$ cat src/rtl/idu_encoder.sv
`default_nettype none
// ============================================================================
//  Module      : idu_encoder
//  Description : Packs a decoded RV32 instruction tuple back into a 32-bit
//                instruction word. Encoded words leave through a 2-entry
//                FIFO; tuples that cannot be encoded are dropped and counted.
//  Revision    : 1.0 - initial release
// ============================================================================
module idu_encoder #(
  parameter int ISA_WIDTH      = 32,
  parameter int INST_NUM_WIDTH = 8,
  parameter int REG_ADDR_WIDTH = 5,
  parameter int IMM_WIDTH      = 32,
  parameter int SHAMT_WIDTH    = 5,
  parameter int CNT_WIDTH      = 16
) (
  input  logic                      clk,
  input  logic                      rst,
  input  logic                      in_valid,
  output logic                      in_ready,
  input  logic [INST_NUM_WIDTH-1:0] inst_num,
  input  logic [REG_ADDR_WIDTH-1:0] rd,
  input  logic [REG_ADDR_WIDTH-1:0] rs1,
  input  logic [REG_ADDR_WIDTH-1:0] rs2,
  input  logic [IMM_WIDTH-1:0]      imm,
  input  logic [SHAMT_WIDTH-1:0]    shamt,
  output logic                      out_valid,
  input  logic                      out_ready,
  output logic [ISA_WIDTH-1:0]      inst,
  output logic                      illegal,
  output logic [CNT_WIDTH-1:0]      emit_cnt,
  output logic [CNT_WIDTH-1:0]      err_cnt
);

  // Instruction-number codes
  localparam logic [INST_NUM_WIDTH-1:0] OP_ADD    = INST_NUM_WIDTH'(0);
  localparam logic [INST_NUM_WIDTH-1:0] OP_SLL    = INST_NUM_WIDTH'(1);
  localparam logic [INST_NUM_WIDTH-1:0] OP_SLT    = INST_NUM_WIDTH'(2);
  localparam logic [INST_NUM_WIDTH-1:0] OP_SLTU   = INST_NUM_WIDTH'(3);
  localparam logic [INST_NUM_WIDTH-1:0] OP_XOR    = INST_NUM_WIDTH'(4);
  localparam logic [INST_NUM_WIDTH-1:0] OP_SRL    = INST_NUM_WIDTH'(5);
  localparam logic [INST_NUM_WIDTH-1:0] OP_OR     = INST_NUM_WIDTH'(6);
  localparam logic [INST_NUM_WIDTH-1:0] OP_AND    = INST_NUM_WIDTH'(7);
  localparam logic [INST_NUM_WIDTH-1:0] OP_ADDI   = INST_NUM_WIDTH'(8);
  localparam logic [INST_NUM_WIDTH-1:0] OP_SLLI   = INST_NUM_WIDTH'(9);
  localparam logic [INST_NUM_WIDTH-1:0] OP_SRLI   = INST_NUM_WIDTH'(10);
  localparam logic [INST_NUM_WIDTH-1:0] OP_LB     = INST_NUM_WIDTH'(11);
  localparam logic [INST_NUM_WIDTH-1:0] OP_SB     = INST_NUM_WIDTH'(12);
  localparam logic [INST_NUM_WIDTH-1:0] OP_BEQ    = INST_NUM_WIDTH'(13);
  localparam logic [INST_NUM_WIDTH-1:0] OP_EBREAK = INST_NUM_WIDTH'(14);

  // RV32 major opcodes
  localparam logic [6:0] OPC_OP     = 7'b0110011;
  localparam logic [6:0] OPC_OP_IMM = 7'b0010011;
  localparam logic [6:0] OPC_LOAD   = 7'b0000011;
  localparam logic [6:0] OPC_STORE  = 7'b0100011;
  localparam logic [6:0] OPC_BRANCH = 7'b1100011;
  localparam logic [31:0] EBREAK_WORD = 32'h0010_0073;

  logic [31:0]          enc_word;
  logic                 enc_bad;
  logic                 imm_fits12;
  logic                 imm_fits13;
  logic [ISA_WIDTH-1:0] mem [2];
  logic                 wr_ptr;
  logic                 rd_ptr;
  logic [1:0]           count;
  logic                 accept;
  logic                 push;
  logic                 pop;

  // A sign-extended immediate fits N bits when all bits above N-1 copy the sign
  assign imm_fits12 = (&imm[IMM_WIDTH-1:11]) || !(|imm[IMM_WIDTH-1:11]);
  assign imm_fits13 = (&imm[IMM_WIDTH-1:12]) || !(|imm[IMM_WIDTH-1:12]);

  // Combinational encode of the presented tuple plus its legality flag
  always_comb begin
    enc_word = '0;
    enc_bad  = 1'b0;
    case (inst_num)
      OP_ADD, OP_SLL, OP_SLT, OP_SLTU, OP_XOR, OP_SRL, OP_OR, OP_AND:
        // funct3 equals the low three bits of the code for all R-type ops
        enc_word = {7'b0000000, rs2, rs1, inst_num[2:0], rd, OPC_OP};
      OP_ADDI: begin
        enc_word = {imm[11:0], rs1, 3'b000, rd, OPC_OP_IMM};
        enc_bad  = !imm_fits12;
      end
      OP_SLLI:
        enc_word = {7'b0000000, shamt, rs1, 3'b001, rd, OPC_OP_IMM};
      OP_SRLI:
        enc_word = {7'b0000000, shamt, rs1, 3'b101, rd, OPC_OP_IMM};
      OP_LB: begin
        enc_word = {imm[11:0], rs1, 3'b000, rd, OPC_LOAD};
        enc_bad  = !imm_fits12;
      end
      OP_SB: begin
        enc_word = {imm[11:5], rs2, rs1, 3'b000, imm[4:0], OPC_STORE};
        enc_bad  = !imm_fits12;
      end
      OP_BEQ: begin
        enc_word = {imm[12], imm[10:5], rs2, rs1, 3'b000, imm[4:1], imm[11], OPC_BRANCH};
        enc_bad  = !imm_fits13 || imm[0];
      end
      OP_EBREAK:
        enc_word = EBREAK_WORD;
      default:
        enc_bad = 1'b1;
    endcase
  end

  // Handshakes: a full FIFO still accepts when its head leaves on the same edge
  assign out_valid = (count != 2'd0);
  assign inst      = mem[rd_ptr];
  assign in_ready  = (count != 2'd2) || (out_valid && out_ready);
  assign accept    = in_valid && in_ready;
  assign push      = accept && !enc_bad;
  assign pop       = out_valid && out_ready;

  // Two-entry circular FIFO holding encoded words
  always_ff @(posedge clk) begin
    if (rst) begin
      mem[0] <= '0;
      mem[1] <= '0;
      wr_ptr <= 1'b0;
      rd_ptr <= 1'b0;
      count  <= 2'd0;
    end else begin
      if (push) begin
        mem[wr_ptr] <= ISA_WIDTH'(enc_word);
        wr_ptr      <= ~wr_ptr;
      end
      if (pop) begin
        rd_ptr <= ~rd_ptr;
      end
      case ({push, pop})
        2'b10:   count <= count + 2'd1;
        2'b01:   count <= count - 2'd1;
        default: count <= count;
      endcase
    end
  end

  // Drop pulse and free-running (wrapping) emit/error counters
  always_ff @(posedge clk) begin
    if (rst) begin
      illegal  <= 1'b0;
      emit_cnt <= '0;
      err_cnt  <= '0;
    end else begin
      illegal <= accept && enc_bad;
      if (pop) begin
        emit_cnt <= emit_cnt + CNT_WIDTH'(1);
      end
      if (accept && enc_bad) begin
        err_cnt <= err_cnt + CNT_WIDTH'(1);
      end
    end
  end

endmodule
`default_nettype wire
$ cat config.mk
export PLATFORM = sky130hd
export DESIGN_NAME = idu_encoder
export DESIGN_NICKNAME = d
export VERILOG_FILES = /design/src/rtl/idu_encoder.sv
export SDC_FILE = /design/constraint.sdc
export NUM_CORES = 1
export LEC_CHECK = 0
export ABC_AREA = 1
export BUFFER_PORTS_ARGS = -buffer_cell sky130_fd_sc_hd__buf_2
export CORE_ASPECT_RATIO = 1.75
export CORE_MARGIN = 8
export CORE_UTILIZATION = 23
export DETAILED_ROUTE_END_ITERATION = 8
export GPL_ROUTABILITY_DRIVEN = 0
export PLACE_DENSITY = 0.46
export SLEW_MARGIN = 15
export SYNTH_ARGS = -nofsm -noshare
export SYNTH_HDL_FRONTEND = slang
export SYNTH_SLANG_ARGS = --single-unit
$ cat constraint.sdc
create_clock -name clk -period 3 [get_ports clk]
set_input_delay 0.15 -clock clk [delete_from_list [all_inputs] [get_ports clk]]
set_output_delay 0.15 -clock clk [all_outputs]
set_load 0.05 [all_outputs]
Yosys cells after proc, flatten, opt, wreduce, memory -nomap -nowiden. Memories as Yosys holds them, arrays and structs flattened. A register that Yosys moved wholly into a read port is not among the register bits. Cells that the tools add are included.

Equality and inequality tests: 17. Bitwise logic cells: 2. Reduce and logical (&&, ||, !) cells: 24. Multiplexer cells: 13. $add $sub $neg: 4.

Operators by type and width (number): $pmux W32 S8 (1); $eq A8 B4 Y1 const B (7); $add A16 B1 Y16 const B (2); $eq A8 B3 Y1 const B (4); $mux W32 (1); $reduce_or A32 Y1 (1); $reduce_and A21 Y1 (1); $reduce_or A21 Y1 (1); $reduce_and A20 Y1 (1); $reduce_or A20 Y1 (1); $eq A8 B2 Y1 const B (2); $reduce_or A11 Y1 (1); $mux W1 (9); $eq A8 B1 Y1 const B (1); $logic_not A8 Y1 (1); $reduce_or A8 Y1 (1); $logic_not A1 Y1 (5); $logic_and A1 B1 Y1 (4); $logic_or A1 B1 Y1 (4); $pmux W2 S2 (1); $reduce_bool A2 Y1 (2); $pmux W1 S3 (1); $reduce_or A3 Y1 (1); $add A2 B1 Y2 const B (1); other kinds (5) (6).

Logic and storage cells: 67. Bits of input ports: 64. Memory bits (writable): 64. Register bits: 37. Memories: 1. Output and inout port bits: 67.

Memories: mem (depth 2, width 32, read ports 1, clocked after memory_dff 1, wr ports 2, RTL line 64) `logic [ISA_WIDTH-1:0] mem [2];`.

Depth between registers and ports, before layout.
Depth after elaboration: 13. Mapped depth: 14. Mapped depth without buffers: 14.

Worst setup path after synthesis. OpenSTA, ideal clock, no wires.

Kind: reg-to-reg. Start: register count[0]. End: memory mem[0][0] (enable). Data required time: 2614 ps. Setup time: 386 ps. Setup slack: 286 ps. Clock period less this slack: 2714 ps. Buffers on the path: 1. Cell stages (with the launch flop): 10. Arrival: 2328 ps. Cell sequence: dfxtp_1 > inv_2 > nand3b_1 > nand2_2 > inv_1 > nand3_4 > nor2_2 > nand2_2 > buf_6 > nand2_1.

RTL lines: from (decl) (RTL line 67) `logic [1:0] count;`; from (signal assigned) (RTL line 136) `2'b10: count <= count + 2'd1;`; from (signal assigned) (RTL line 137) `2'b01: count <= count - 2'd1;`; from (signal assigned) (RTL line 138) `default: count <= count;`; to (decl) (RTL line 64).

==> results.txt <==
After detailed routing, the number of vias per cell comes to 4.42. The run finished with clean final reports. In this run the static leakage power is 2.47 nW. The Yosys step of the flow raised 0 warnings. The number of cells upsized or downsized after cts is 0, and the shortest clock period the worst path allows after layout is 2020 ps.

Slowest library cell on the worst path: sky130_fd_sc_hd__buf_4. Setup total negative slack on the finished layout was measured at 0 ps. After synthesis, the share of flip-flops with an asynchronous set or reset is 0%.

The largest total area in the synthesized netlist belongs to sky130_fd_sc_hd__edfxtp_1. The final critical-path setup slack is 980 ps. The count of flip-flops with a built-in enable after synthesis was 58; the total power density per cell area was 494 nW/µm². The count of unresolved DRC violations after routing was 0. In the final routed layout, each cell accounts on average for 15.2 µm.

The data required time of the critical path came out at 3010 ps. Cell with the most instances after synthesis: sky130_fd_sc_hd__nand2_1. By area, the combinational part of the netlist is dominated by simple AND/OR/NAND/NOR gates. The run gives 6110 µm² as the summed area of non-filler cells in the final layout. The worst setup path is launched from a flip-flop.

The first global-routing pass estimated 22,700 µm of wire. By count the netlist is led by sky130_fd_sc_hd__nand2_1 (103), sky130_fd_sc_hd__nor2_1 (97), sky130_fd_sc_hd__edfxtp_1 (58). The number of antenna violations at the first check in global routing was 0; the worst clock skew was 6.47 ps. In this run the worst path has a maximum fanout of 29. The synthesized netlist devotes 8.09% of its cell area to compound gates. Largest vdd supply drop: 0.323 mV.

Class of the tightest hold or removal check: in -> reg. Among all flip-flop cells after synthesis, the most frequent one is sky130_fd_sc_hd__edfxtp_1. The number of pins with negative max-slew slack in the final report is 0. In this run the post-CTS setup repair buffer count came out at 0. Clock tree synthesis inserted a total of 9 buffers. The fraction of synthesized cell area in xor and xnor cells works out to 0%. The cell that appears most often on the critical path is sky130_fd_sc_hd__nand2_2. The placed instances occupy a cell area of 5800 µm². The wire-length estimate of the detail-placed layout is 11,000 µm. The run gives 0 as the remaining number of nets flagged by the antenna check after routing. The tools report the clock tree root buffer cell as sky130_fd_sc_hd__clkbuf_16.

TritonCTS built the clock tree. The tools report the max capacitance violation total as 0. Proportion of synthesized area in mux cells: 6.66%.

At the worst endpoint, the arrival time is 2020 ps. The mean area per synthesized cell works out to 8.69 µm². In this run, synthesis produced a sequential element count of 96.

For the initial core utilization, the log shows 23.4%. The H-tree generated during clock tree synthesis spans 3 levels. In this design, the largest share of critical-path delay is due to buffers and inverters. The count of buffers added on input and output ports is 128.

The number of setup violations in the final report is 0, and the number of hold violations in the final report is 0. The routed layout has 4,186 vias. The signal on the critical path passes through inv_2, nand3b_1, nand2_2, inv_1, nand3_4, nor2_2, nand2_2, nand2_1, buf_4. Number of global-route vias before repair: 4,327. Once layout is complete, the cells apart from fillers number 948. Of the available clock period, the critical path in the final layout requires 67.3%.

For the routed wire length, the log shows 14,400 µm. For this run, the top clock speed supported by timing is 0.495 GHz. After the last flow step, the layout net total stands at 759. Top cell type's share of synthesized area: 35.5%. The die covers 26,400 µm². Row generation in the floorplan step produced 70 rows. Number of diodes added for antenna fixing: 0. On the worst path, the slowest cell contributes a delay of 380 ps. The number of sinks driven by the clock tree was 96. At the later pin of the worst-skew pair, clock insertion delay measures 350 ps.

Yosys attributes the largest share of cell area to sky130_fd_sc_hd__edfxtp_1 (36%), sky130_fd_sc_hd__dfxtp_1 (16%), sky130_fd_sc_hd__nand2_1 (7.9%). After clock tree synthesis, the clock-pin slew on the worst setup and hold paths is 70 ps. Before CTS, the worst setup slack after placement is 817 ps. The proportion of layout cells with a drive suffix above 1 works out to 32.3%. The share of the Yosys chip area taken by registers is 51.1%.

The cell area that synthesis handed to floorplanning was 4900 µm². After technology mapping, the gate count stands at 564. The simple-gate share of the synthesized area was 27.4%; the clock tree buffer depth was 2. The distinct cell type count after synthesis is 37, and the area growth from synthesis to final layout is 24.6%.

The area share of fa/ha/maj cells after synthesis is 0.766%, and the number of buffers added to fix hold violations after cts is 0. For this block, the initial DRC count from the detailed router was 181. The sum of buffers and inverters on the critical path works out to 3. The remaining max-slew budget at the tightest pin is 57.8%, and the worst hold slack is 77.6 ps.

131 I/O pins were placed. Global-route congestion overflow total: 0. Setup repair after global routing left no endpoint under its margin. The total routing usage reported by global routing was 11.1%. The core region is 20,900 µm². At the pin with the least slew margin, the transition time is 631 ps. The startpoint-to-endpoint class of the critical path was reg -> reg. The die span in y works out to 209 µm. The die width was 126 µm; the count of TritonRoute iterations in the first routing pass was 4. The maximum number of pins on one net before global-route repair was 33; the number of cells in the design after placement was 933. The worst setup path is captured at a flip-flop.
[cells in the final DEF (no fill, tap or decap), types with 2 or more instances in the layout]
master / netlist / routed
sky130_fd_sc_hd__nand2_1: 103 / 103
sky130_fd_sc_hd__o21ai_1: 2 / 2
sky130_fd_sc_hd__nand3_1: 31 / 31
sky130_fd_sc_hd__buf_4: 3 / 6
sky130_fd_sc_hd__inv_2: 9 / 9
sky130_fd_sc_hd__nor3_1: 10 / 10
sky130_fd_sc_hd__ha_1: 3 / 3
sky130_fd_sc_hd__dfxtp_1: 38 / 38
sky130_fd_sc_hd__nor2_1: 97 / 97
sky130_fd_sc_hd__nor4_1: 2 / 2
sky130_fd_sc_hd__o22ai_1: 2 / 2
sky130_fd_sc_hd__o211ai_1: 2 / 2
sky130_fd_sc_hd__edfxtp_1: 58 / 58
sky130_fd_sc_hd__a31oi_1: 3 / 3
sky130_fd_sc_hd__conb_1: 1 / 2
sky130_fd_sc_hd__a21oi_1: 35 / 35
sky130_fd_sc_hd__clkinv_1: 3 / 3
sky130_fd_sc_hd__bufinv_16: 0 / 2
sky130_fd_sc_hd__a22oi_1: 5 / 5
sky130_fd_sc_hd__nor2_2: 32 / 32
sky130_fd_sc_hd__nor2_4: 2 / 2
sky130_fd_sc_hd__nand3b_1: 3 / 3
sky130_fd_sc_hd__inv_1: 37 / 37
sky130_fd_sc_hd__nand2_2: 3 / 3
sky130_fd_sc_hd__nor3b_1: 4 / 4
sky130_fd_sc_hd__buf_2: 6 / 128
sky130_fd_sc_hd__mux2_2: 29 / 29
sky130_fd_sc_hd__nand4_1: 8 / 8
sky130_fd_sc_hd__clkbuf_16: 0 / 9
sky130_fd_sc_hd__o21ai_0: 18 / 18
[worst paths after layout]
check | from | end | slack [ps] | cells after the start
max reg2reg | count[0] | mem[0][17] | 980 | 9
max | count[0] | mem[0][17] | 980 | 9
min reg2reg | rd_ptr | rd_ptr | 460 | 1
min | rst | illegal | 80 | 2
[worst reg2reg max path, stage by stage, from the launching register on]
cell	delay, ps
sky130_fd_sc_hd__dfxtp_1	360
sky130_fd_sc_hd__inv_2	60
sky130_fd_sc_hd__nand3b_1	110
sky130_fd_sc_hd__nand2_2	130
sky130_fd_sc_hd__inv_1	270
sky130_fd_sc_hd__nand3_4	140
sky130_fd_sc_hd__nor2_2	110
sky130_fd_sc_hd__nand2_2	50
sky130_fd_sc_hd__nand2_1	60
sky130_fd_sc_hd__buf_4	380
[area by class of cell]
type	instances	area, µm²
fill	2250	14800
inverter	49	184
clock buffer	10	229
timing repair buffer	134	686
tap	252	315
multi-input combinational	402	2110
clock inverter	5	81.3
sequential	96	2500
[layer usage]
layer  track usage, %  share of wire [%]  vias up
li1                 -                  -     2151
met1             10.7                 37     1917
met2             20.9                 54      104
met3             3.37                6.4       14
met4             4.88                2.1        0
met5                0                  0        -
[logic make-up (layout without fill, tap and decap cells)]
| logic type | after synthesis | count (layout) |
|---|---|---|
| other cells | 1 | 2 |
| simple gates | 297 | 297 |
| flops | 96 | 96 |
| fa+ha+maj | 3 | 3 |
| mux | 29 | 29 |
| buf+inv | 67 | 198 |
| compound gates | 71 | 71 |
[power breakdown]
group          total (W)  internal (W)  leakage (nW)  switching (W)
clock network    0.00123      0.000728         0.150       0.000501
logic           0.000348     0.0000991          1.41       0.000249
registers        0.00144       0.00143         0.905      0.0000135
total            0.00302       0.00226          2.47       0.000763
[registers in the layout, indices dropped and copies added, names as in the netlist, named ones only]
register,flops
mem,58
emit_cnt,16
err_cnt,16
count,2
illegal,1
rd_ptr,1
wr_ptr,1
[metrics by stage]
step	total power, W	util, %
after floorplan	0.00170	-
after global placement	0.00183	27.7
after detailed placement	0.00183	27.7
after CTS	0.00307	29.2
after global routing	0.00313	29.2
final	0.00302	29.2
(Power assumes the default switching activity.)
